$ cat config.mk
export PLATFORM = sky130hd
export DESIGN_NAME = demux_buf
export DESIGN_NICKNAME = d
export VERILOG_FILES = /design/src/rtl/demux_buf.sv
export SDC_FILE = /design/constraint.sdc
export NUM_CORES = 1
export LEC_CHECK = 0
export ABC_AREA = 1
export CELL_PAD_IN_SITES_DETAIL_PLACEMENT = 0
export CELL_PAD_IN_SITES_GLOBAL_PLACEMENT = 1
export CORE_MARGIN = 1
export CORE_UTILIZATION = 33
export CTS_BUF_LIST = sky130_fd_sc_hd__clkbuf_16
export DETAILED_ROUTE_END_ITERATION = 16
export HOLD_SLACK_MARGIN = 0.06
export PLACE_DENSITY = 0.8
export SETUP_SLACK_MARGIN = 0.05
export SYNTH_ARGS = -nofsm -noshare
export SYNTH_HDL_FRONTEND = slang
export SYNTH_SLANG_ARGS = --single-unit
$ cat constraint.sdc
create_clock -name clk -period 2.2 [get_ports clk]
set_clock_uncertainty 0.1 [all_clocks]
set_input_delay 0.44 -clock clk [delete_from_list [all_inputs] [get_ports clk]]
set_output_delay 0.44 -clock clk [all_outputs]
set_load 0.005 [all_outputs]
$ cat src/rtl/demux_buf.sv
// demux_buf: 1-to-8 demultiplexer with a one-word skid buffer per output lane.
// Define DEMUX_ACCEPT_CNT_EN to build the 16-bit accepted-word counter.
module demux_buf #(
   parameter int WIDTH = 32
) (
   input  logic               clk,
   input  logic               rst,
   input  logic [2:0]         chosen,
   input  logic [WIDTH-1:0]   line_in,
   input  logic               in_valid,
   output logic               in_ready,
   output logic [8*WIDTH-1:0] out_data,
   output logic [7:0]         out_valid,
   input  logic [7:0]         out_ready,
   output logic [15:0]        accept_cnt
);

   logic accept;

   // Only the addressed lane decides readiness: free now, or emptying on this edge.
   assign in_ready = ~out_valid[chosen] | out_ready[chosen];
   assign accept   = in_valid & in_ready;

   genvar gi;
   generate
      for (gi = 0; gi < 8; gi++) begin : g_lane
         logic             load;
         logic             valid_reg;
         logic [WIDTH-1:0] data_reg;

         assign load = accept && (chosen == 3'(gi));

         // A reload wins over a drain so a same-cycle drain/load keeps the lane full.
         always_ff @(posedge clk) begin
            if (rst) begin
               valid_reg <= 1'b0;
               data_reg  <= '0;
            end else if (load) begin
               valid_reg <= 1'b1;
               data_reg  <= line_in;
            end else if (out_ready[gi]) begin
               valid_reg <= 1'b0;
            end
         end

         assign out_valid[gi]                  = valid_reg;
         assign out_data[gi*WIDTH +: WIDTH]    = data_reg;
      end
   endgenerate

`ifdef DEMUX_ACCEPT_CNT_EN
   logic [15:0] cnt_reg;

   always_ff @(posedge clk) begin
      if (rst) begin
         cnt_reg <= 16'h0000;
      end else if (accept) begin
         cnt_reg <= cnt_reg + 16'd1;
      end
   end

   assign accept_cnt = cnt_reg;
`else
   assign accept_cnt = 16'h0000;
`endif

endmodule

**Word level (Yosys, flattened, before mapping)**

Index checks and enable logic that the tools add are counted.

- Register bits: 264
- Latch bits: 0
- Bits in writable memories: 0
- Memory bits (read-only): 0
- Input bits: 46
- Output and inout port bits: 281
- Memories kept: 0

- Add/sub/neg operators: 0
- Multipliers: 0
- Divide/modulo/power cells: 0
- Magnitude comparators: 1
- Eq/ne operators: 7
- Shifts and indexed selects: 0
- Muxes and demuxes: 20
- Bitwise logic cells: 3
- Reduce and logical (&&, ||, !) cells: 17

Operator list:

| kind | count |
|---|---|
| 1-bit two-way mux | 18 |
| 2-bit nonzero test | 8 |
| 3-bit == test, second input constant | 4 |
| 1-bit logical AND | 8 |
| 1-bit binary-select mux with 3-bit select | 2 |
| 3-bit by 2-bit == test with 1-bit output, second input constant | 2 |
| 3-bit by 4-bit less-than comparator with 1-bit output, second input constant | 1 |
| 3-bit by 1-bit == test with 1-bit output, second input constant | 1 |
| 3-bit logical NOT | 1 |
| 1-bit bitwise AND | 1 |
| 1-bit NOT | 1 |
| 1-bit OR | 1 |

**Logic depth before layout (Yosys ltp)**

Gate-level depths: netlist of the first run.

- Depth in word-level cells: 7
- Depth in mapped cells: 12
- Mapped depth without buffers: 10

**Worst setup path before layout of the first run**

OpenSTA, ideal clock, no wires.

- Path type: input -> register
- From: in chosen[1]
- To: reg g_lane[6].data_reg[17]
- Setup time: 0.113 ns
- Arrival: 1.580 ns
- Data required time: 1.987 ns
- Setup slack: 0.407 ns
- Cell stages on the path: 12
- Path buffers: 3
- Path through: buf_4 -> inv_4 -> nand2_2 -> nor2_1 -> nor2_1 -> nand3_4 -> nand4_2 -> buf_6 -> buf_4 -> nand2_1 -> nand2_1 -> nor2_1

- Word-level cells in the longest chain between the ends: 6
- Elaborated cells on any way between the ends: 9
- Classes of those cells: eq/ne (1); mux (4); bitwise (3); reduce/logical (1)

RTL lines:

| what | line | text |
|---|---|---|
| start, declared | 8 | `input logic [2:0] chosen,` |
| 1-bit binary-select mux with 3-bit select | 21 | `assign in_ready = ~out_valid[chosen] \| out_ready[chosen];` |
| 1-bit two-way mux (not written as such) | 21 |  |
| 1-bit NOT | 21 |  |
| 1-bit OR | 21 |  |
| 1-bit bitwise AND | 22 | `assign accept = in_valid & in_ready;` |
| 1-bit logical AND (*) | 31 | `assign load = accept && (chosen == 3'(gi));` |
| end signal, assigned | 40 | `data_reg <= line_in;` |
| end, declared | 29 | `logic [WIDTH-1:0] data_reg;` |

Mark *: on every way between the ends. The rest lies on a longest branch, timed or not. The select of a mux whose other input is x is not followed.
A chain may end at the register's enable or synchronous reset.

**Worst setup path after layout of the first run**

- From: reg g_lane[2].valid_reg
- To: out out_valid[2]

RTL lines:

| what | line | text |
|---|---|---|
| start, declared | 28 | `logic valid_reg;` |
| start signal, assigned | 36 | `valid_reg <= 1'b0;` |
| start signal, assigned | 39 | `valid_reg <= 1'b1;` |
| start signal, assigned | 42 | `valid_reg <= 1'b0;` |
| end, declared | 13 | `output logic [7:0] out_valid,` |

No word-level cell between the ends.

==> impl_metrics.json, run 1 <==
{
  "drv_slew": 0,
  "path_cells": "buf_4, buf_4, clkdlybuf4s50_1",
  "gp_congestion": 0.8427,
  "fin_cells": 2522,
  "fin_nets": 2091,
  "ioPinCount": 327,
  "drc_errors": 0,
  "pre_cts_ws_ns": -0.4166,
  "area.sequential_um2": 5294,
  "yosys-top-cells-count": "541 x nand2_1, 522 x nor2_1, 269 x inv_1",
  "start_kind": "flop",
  "finalHoldViolations": 0,
  "end_kind": "output port",
  "finalInstanceArea_um2": 15900,
  "area_growth_pct": 37.24,
  "clock_latency_ns": 0.54,
  "grt_pass1_wl_um": 53110,
  "max-slew-margin-rel": 0.6420,
  "grt_pass1_vias": 9619,
  "post-dp-hpwl_um": 23230,
  "dp.cells": 2462,
  "dr.pass1.iters": 6,
  "finalWorstSetupSlack_ns": 0.1023,
  "nFillCells": 3509,
  "wl_per_cell_um": 13.48,
  "yosys_warnings": 0,
  "initial_core_util": 0.3353,
  "r2r_setup_slack_ns": 0.44,
  "cts_tree": "built",
  "vias": 10470,
  "m1WireLength_um": 15490,
  "clockBufferDepth": 3,
  "wirelength_um": 34010,
  "die_h_um": 189.3,
  "synth_flop_cell": "dfxtp_1",
  "status": "finished, final reports clean",
  "yosysUniqueCellTypes": 20,
  "syn_avg_cell_area_um2": 6.536,
  "drive_gt1_frac": 0.06338,
  "finalCritPeriodShare": 0.9535,
  "worst_pin_slew_ns": 0.5353,
  "antenna_left": 0,
  "syn_area_um2": 11580,
  "reg2reg_depth": 10,
  "slowest_delay_ns": 0.49,
  "yosysTopAreaCellShare": 0.4563,
  "fp.dieW_um": 189.3,
  "grt_overflow_total": 0,
  "yosysMostFrequentCell": "nand2_1",
  "critical-path-top-delay-family": "buffers and inverters",
  "seq_area_frac_synth": 0.4563,
  "cts_buffers": 30,
  "placementRows": 68,
  "cp_num_buf_inv": 3,
  "route.met2.wl_um": 15010,
  "rsz0062_at_grt": "no",
  "port_buffers": 310,
  "crit_type": "flop to output port",
  "multiInputGateArea_um2": 4379,
  "worstPathRequired_ns": 1.66,
  "hold_depth": 5,
  "cts_sinks": 264,
  "antennaDiodeCount": 0,
  "dieArea_um2": 35850,
  "async_flop_share": 0,
  "hp-start": "out_ready[7]",
  "grt_start_max_net_pins": 66,
  "yosys.area.top_type": "dfxtp_1",
  "r2r_end": "g_lane[0].data_reg[28]",
  "place_area_um2": 14960,
  "crit_fanout": 2,
  "grt.total_usage": 0.1862,
  "drt_iter0_drc": 535,
  "fmax_mhz": 476.7,
  "coreArea_um2": 34540,
  "arrival_ns": 1.56,
  "cts-root-buf": "clkbuf_16",
  "synth-edff-count": 0,
  "vdd.ir_drop.worst_mv": 0.5954,
  "fin_crit_ns": 2.098,
  "max-cap-violations": 0,
  "post-route-util": 0.4602,
  "setup_viol": 0,
  "clkTransAtPathRegs_ns": 0.06,
  "cpMaxStageDelayCell": "clkdlybuf4s50_1",
  "fin_hold_ws_ns": 0.2980,
  "largest_register_ff_count": 256,
  "min_to": "g_lane[7].valid_reg",
  "r2r-start": "g_lane[5].valid_reg",
  "power_density_nw_per_um2": 677.3,
  "grt_antenna_before_repair": 0,
  "topRoutingLayerUsed": "met4",
  "synth-seq-cells": 264,
  "wl_met3_um": 2715,
  "p_leak_nw": 8.084,
  "cts_max_level": 1,
  "hp-class": "input port to flop",
  "ys_top_cells_by_area": "dfxtp_1 46%, nand2_1 18%, nor2_1 17%, inv_1 8.7%, buf_6 4.6%",
  "drt-vias-per-instance": 4.151,
  "cpMostUsedCell": "buf_4",
  "syn_inst": 1772
}
==> tightest hold or removal path, cell delays in order <==
cell and delay (ns):
dlygate4sd2_1 0.23, buf_4 0.11, inv_1 0.03, nand2_1 0.04, a21oi_1 0.05
==> final cells by class <==
type,count,area share
clock buffers,31,0.04880
clock inverters,23,0.006297
inverters,270,0.06423
multi-input cells,1109,0.2755
flip-flops and latches,264,0.3330
well taps,455,0.03582
repair buffers,370,0.2363
==> worst max path at each step <==
| stage | start | endpoint | slack [ns] | cells past startpoint |
|---|---|---|---|---|
| 4_1_cts | g_lane[2].valid_reg | in_ready | 0.05 | 8 |
| 3_5_place_dp | chosen[1] | in_ready | -0.42 | 9 |
| 6_report | g_lane[2].valid_reg | out_valid[2] | 0.10 | 3 |
| 5_1_grt | g_lane[2].valid_reg | out_valid[2] | 0.06 | 3 |
| 2_1_floorplan | chosen[1] | g_lane[6].data_reg[17] | 0.41 | 12 |
| 3_3_place_gp | chosen[1] | in_ready | -0.43 | 9 |
==> kinds of logic after synthesis <==
kind of cell           count (synthesis)  synth area share
AOI/OAI and AO/OA                     10          0.004429
buffers and inverters                414            0.1779
DFF                                  264            0.4563
other                                  1         0.0003238
and+or+nand+nor                     1083            0.3610
==> power breakdown <==
part	leakage, nW	total, mW	internal [mW]	switching (mW)
clock network	0.473	4.50	2.52	1.98
registers	2.15	5.05	4.96	0.0900
logic	5.46	1.22	0.578	0.639
==> routing by layer <==
metal	vias to the layer above	global-route usage
met1	4617	0.2383
met3	58	0.05616
met5	-	0
met4	0	0.04932
met2	278	0.3029
li1	5517	-
==> repair_timing <==
item	in CTS	in global routing
pin swaps	6	4
hold buffers	0	0
setup buffers	2	3
resized for setup	22	1
cloned	1	0
setup endpoints to repair	1	1
==> layout by cell type (no fill, tap or decap), types with 7 or more instances in the layout <==
cell type and n:
nand2_1 538, nor2_1 521, clkdlybuf4s50_1 304, inv_1 277, dfxtp_1 257, buf_4 41, clkbuf_16 31, buf_12 17
conb_1 16, nand4_4 8, a21oi_1 8, clkinv_2 8, dfxtp_2 7
==> stage by stage <==
| step | power, mW | setup TNS, ns |
|---|---|---|
| 2_1_floorplan | 5.764 | 0 |
| 3_3_place_gp | 6.354 | -68.14 |
| 3_5_place_dp | 6.370 | -73.21 |
| 4_1_cts | 10.93 | 0 |
| 5_1_grt | 11.29 | 0 |
| 6_report | 10.77 | 0 |
Note: power is estimated with default switching activity, not from simulation.
==> inputs of run 2 (changes only) <==
Settings changed: CTS_CLUSTER_DIAMETER from default to 100.
==> results of run 2 <==
Same layout as run 1: the final DEF is identical, and so are final timing and power.
==> inputs of run 3 (changes only) <==
Settings changed: CTS_CLUSTER_DIAMETER 100 to default, REMOVE_ABC_BUFFERS from default to 1, SLEW_MARGIN from default to 40.
==> run 3 against run 2 <==
Clock-buffer cell count unchanged. Clock power is essentially flat. Non-clock buffer count fell by 22. Sequential power about the same. Via count down 2.3%. Cell count down 1.0%. Wire length fell by 4.2%. Sequential share of layout area rose by 0.19 points. Cell area down 0.66%. Critical endpoint is now in_ready. Largest cell class unchanged.
==> impl_metrics.json, run 3 (synthesized netlist as in run 1, its figures left out) <==
{
  "status": "finished, final reports clean",
  "grt_antenna_before_repair": 0,
  "slowest_delay_ns": 0.47,
  "gp_congestion": 0.7493,
  "end_kind": "output port",
  "finalHoldViolations": 0,
  "antennaDiodeCount": 0,
  "path_cells": "clkdlybuf4s50_1, a31oi_1, nand3_4, nand2_2, inv_1, buf_2",
  "post_cts_buffers": 0,
  "finalWorstSetupSlack_ns": 0.1456,
  "cts_tree": "built",
  "clkTransAtPathRegs_ns": 0.06,
  "fin_crit_ns": 2.054,
  "antenna_left": 0,
  "clock_latency_ns": 0.55,
  "max-cap-violations": 0,
  "setup_viol": 0,
  "fin_nets": 2069,
  "pre_cts_ws_ns": -0.4831,
  "drt-vias-per-instance": 4.097,
  "area.sequential_um2": 5289,
  "drv_slew": 0,
  "wl_per_cell_um": 13.06,
  "p_leak_nw": 7.993,
  "place_area_um2": 14890,
  "dr.pass1.iters": 4,
  "multiInputGateArea_um2": 4374,
  "post-dp-hpwl_um": 22060,
  "r2r_setup_slack_ns": 0.47,
  "final_common_cell": "nand2_1",
  "grt_pass1_wl_um": 50880,
  "grt.total_usage": 0.1767,
  "drt_iter0_drc": 518,
  "start_kind": "input port",
  "grt_pass1_vias": 9301,
  "fmax_mhz": 486.8,
  "drive_gt1_frac": 0.04802,
  "cts_sinks": 264,
  "finalCritPeriodShare": 0.9338,
  "ioPinCount": 327,
  "fin_hold_ws_ns": 0.3854,
  "nFillCells": 3478,
  "wirelength_um": 32590,
  "dieArea_um2": 35850,
  "drc_errors": 0,
  "rsz0062_at_grt": "no",
  "grt_start_max_net_pins": 65,
  "placementRows": 68,
  "final_cell_mix": "539 x nand2_1, 521 x nor2_1, 307 x clkdlybuf4s50_1",
  "cts_max_level": 1,
  "clockBufferDepth": 3,
  "vias": 10230,
  "hp-class": "flop to flop",
  "power_density_nw_per_um2": 681.7,
  "port_buffers": 310,
  "worstPathRequired_ns": 1.66,
  "area_growth_pct": 36.33,
  "die_h_um": 189.3,
  "grt_overflow_total": 0,
  "cpMaxStageDelayCell": "clkdlybuf4s50_1",
  "fp.dieW_um": 189.3,
  "totalPowerFinal_mw": 10.76,
  "largest_register_ff_count": 256,
  "initial_core_util": 0.3353,
  "crit_type": "input port to output port",
  "arrival_ns": 1.51,
  "finalInstanceArea_um2": 15790,
  "cts_buffers": 30,
  "coreArea_um2": 34540,
  "cts-root-buf": "clkbuf_16",
  "crit_fanout": 3,
  "vdd.ir_drop.worst_mv": 0.5035
}
-- run 3: cell types whose count changed in the layout (fill, tap and decap cells not counted), moves of 3 or more --
cell | before | now
buf_4 | 41 | 15
clkinv_2 | 8 | 2
buf_12 | 17 | 22
dfxtp_1 | 257 | 261
dfxtp_2 | 7 | 3
dlygate4sd2_1 | 5 | 1
clkdlybuf4s50_1 | 304 | 307
clkinv_1 | 4 | 7
-- run 3: timing repair --
action,4_1_cts,5_1_grt
hold buffers,0,0
pin swaps,3,1
resized for setup,17,1
setup endpoints to repair,1,1
gates cloned,1,0
-- run 3: cell type report --
cell class / instances / area share
well taps: 455 / 0.03605
clock inverters: 19 / 0.006339
clock buffers: 31 / 0.04913
inverters: 270 / 0.06466
flip-flops and latches: 264 / 0.3349
repair buffers: 348 / 0.2319
multi-input cells: 1109 / 0.2770
-- run 3: final timing paths --
check / startpoint / endpoint / depth (start not counted)
hold / removal: g_lane[4].valid_reg / g_lane[4].valid_reg / 2
setup / recovery: chosen[2] / in_ready / 6
hold reg to reg: g_lane[4].valid_reg / g_lane[4].valid_reg / 2
setup reg to reg: g_lane[6].valid_reg / g_lane[7].data_reg[9] / 11
-- run 3: stage by stage --
stage / TNS [ns] / cells / util
after floorplan: -571.14 / 1643 / -
after global placement: -78.22 / 2445 / 0.4312
after detailed placement: -87.17 / 2445 / 0.4312
final: 0 / 2496 / 0.4571
after global routing: 0 / 2496 / 0.4571
after CTS: 0 / 2496 / 0.4570
-- run 3: where the power goes --
group / switching, mW / total (mW) / internal (mW)
combinational: 0.618 / 1.19 / 0.573
clock: 1.92 / 4.53 / 2.61
sequential: 0.0878 / 5.05 / 4.96
-- run 3: metal layers --
metal,global-route usage,share of wire,vias up
met4,0.03505,0.015,0
met2,0.2979,0.45,222
met1,0.2195,0.45,4512
li1,-,-,5460
met5,0,0,-
met3,0.05709,0.085,33
-- run 3: critical path: cells and delay by family --
| family | cells | cell delay [ns] |
|---|---|---|
| and+or+nand+nor | 2 | 0.18 |
| AOI/OAI and AO/OA | 1 | 0.27 |
| buffers and inverters | 3 | 0.62 |
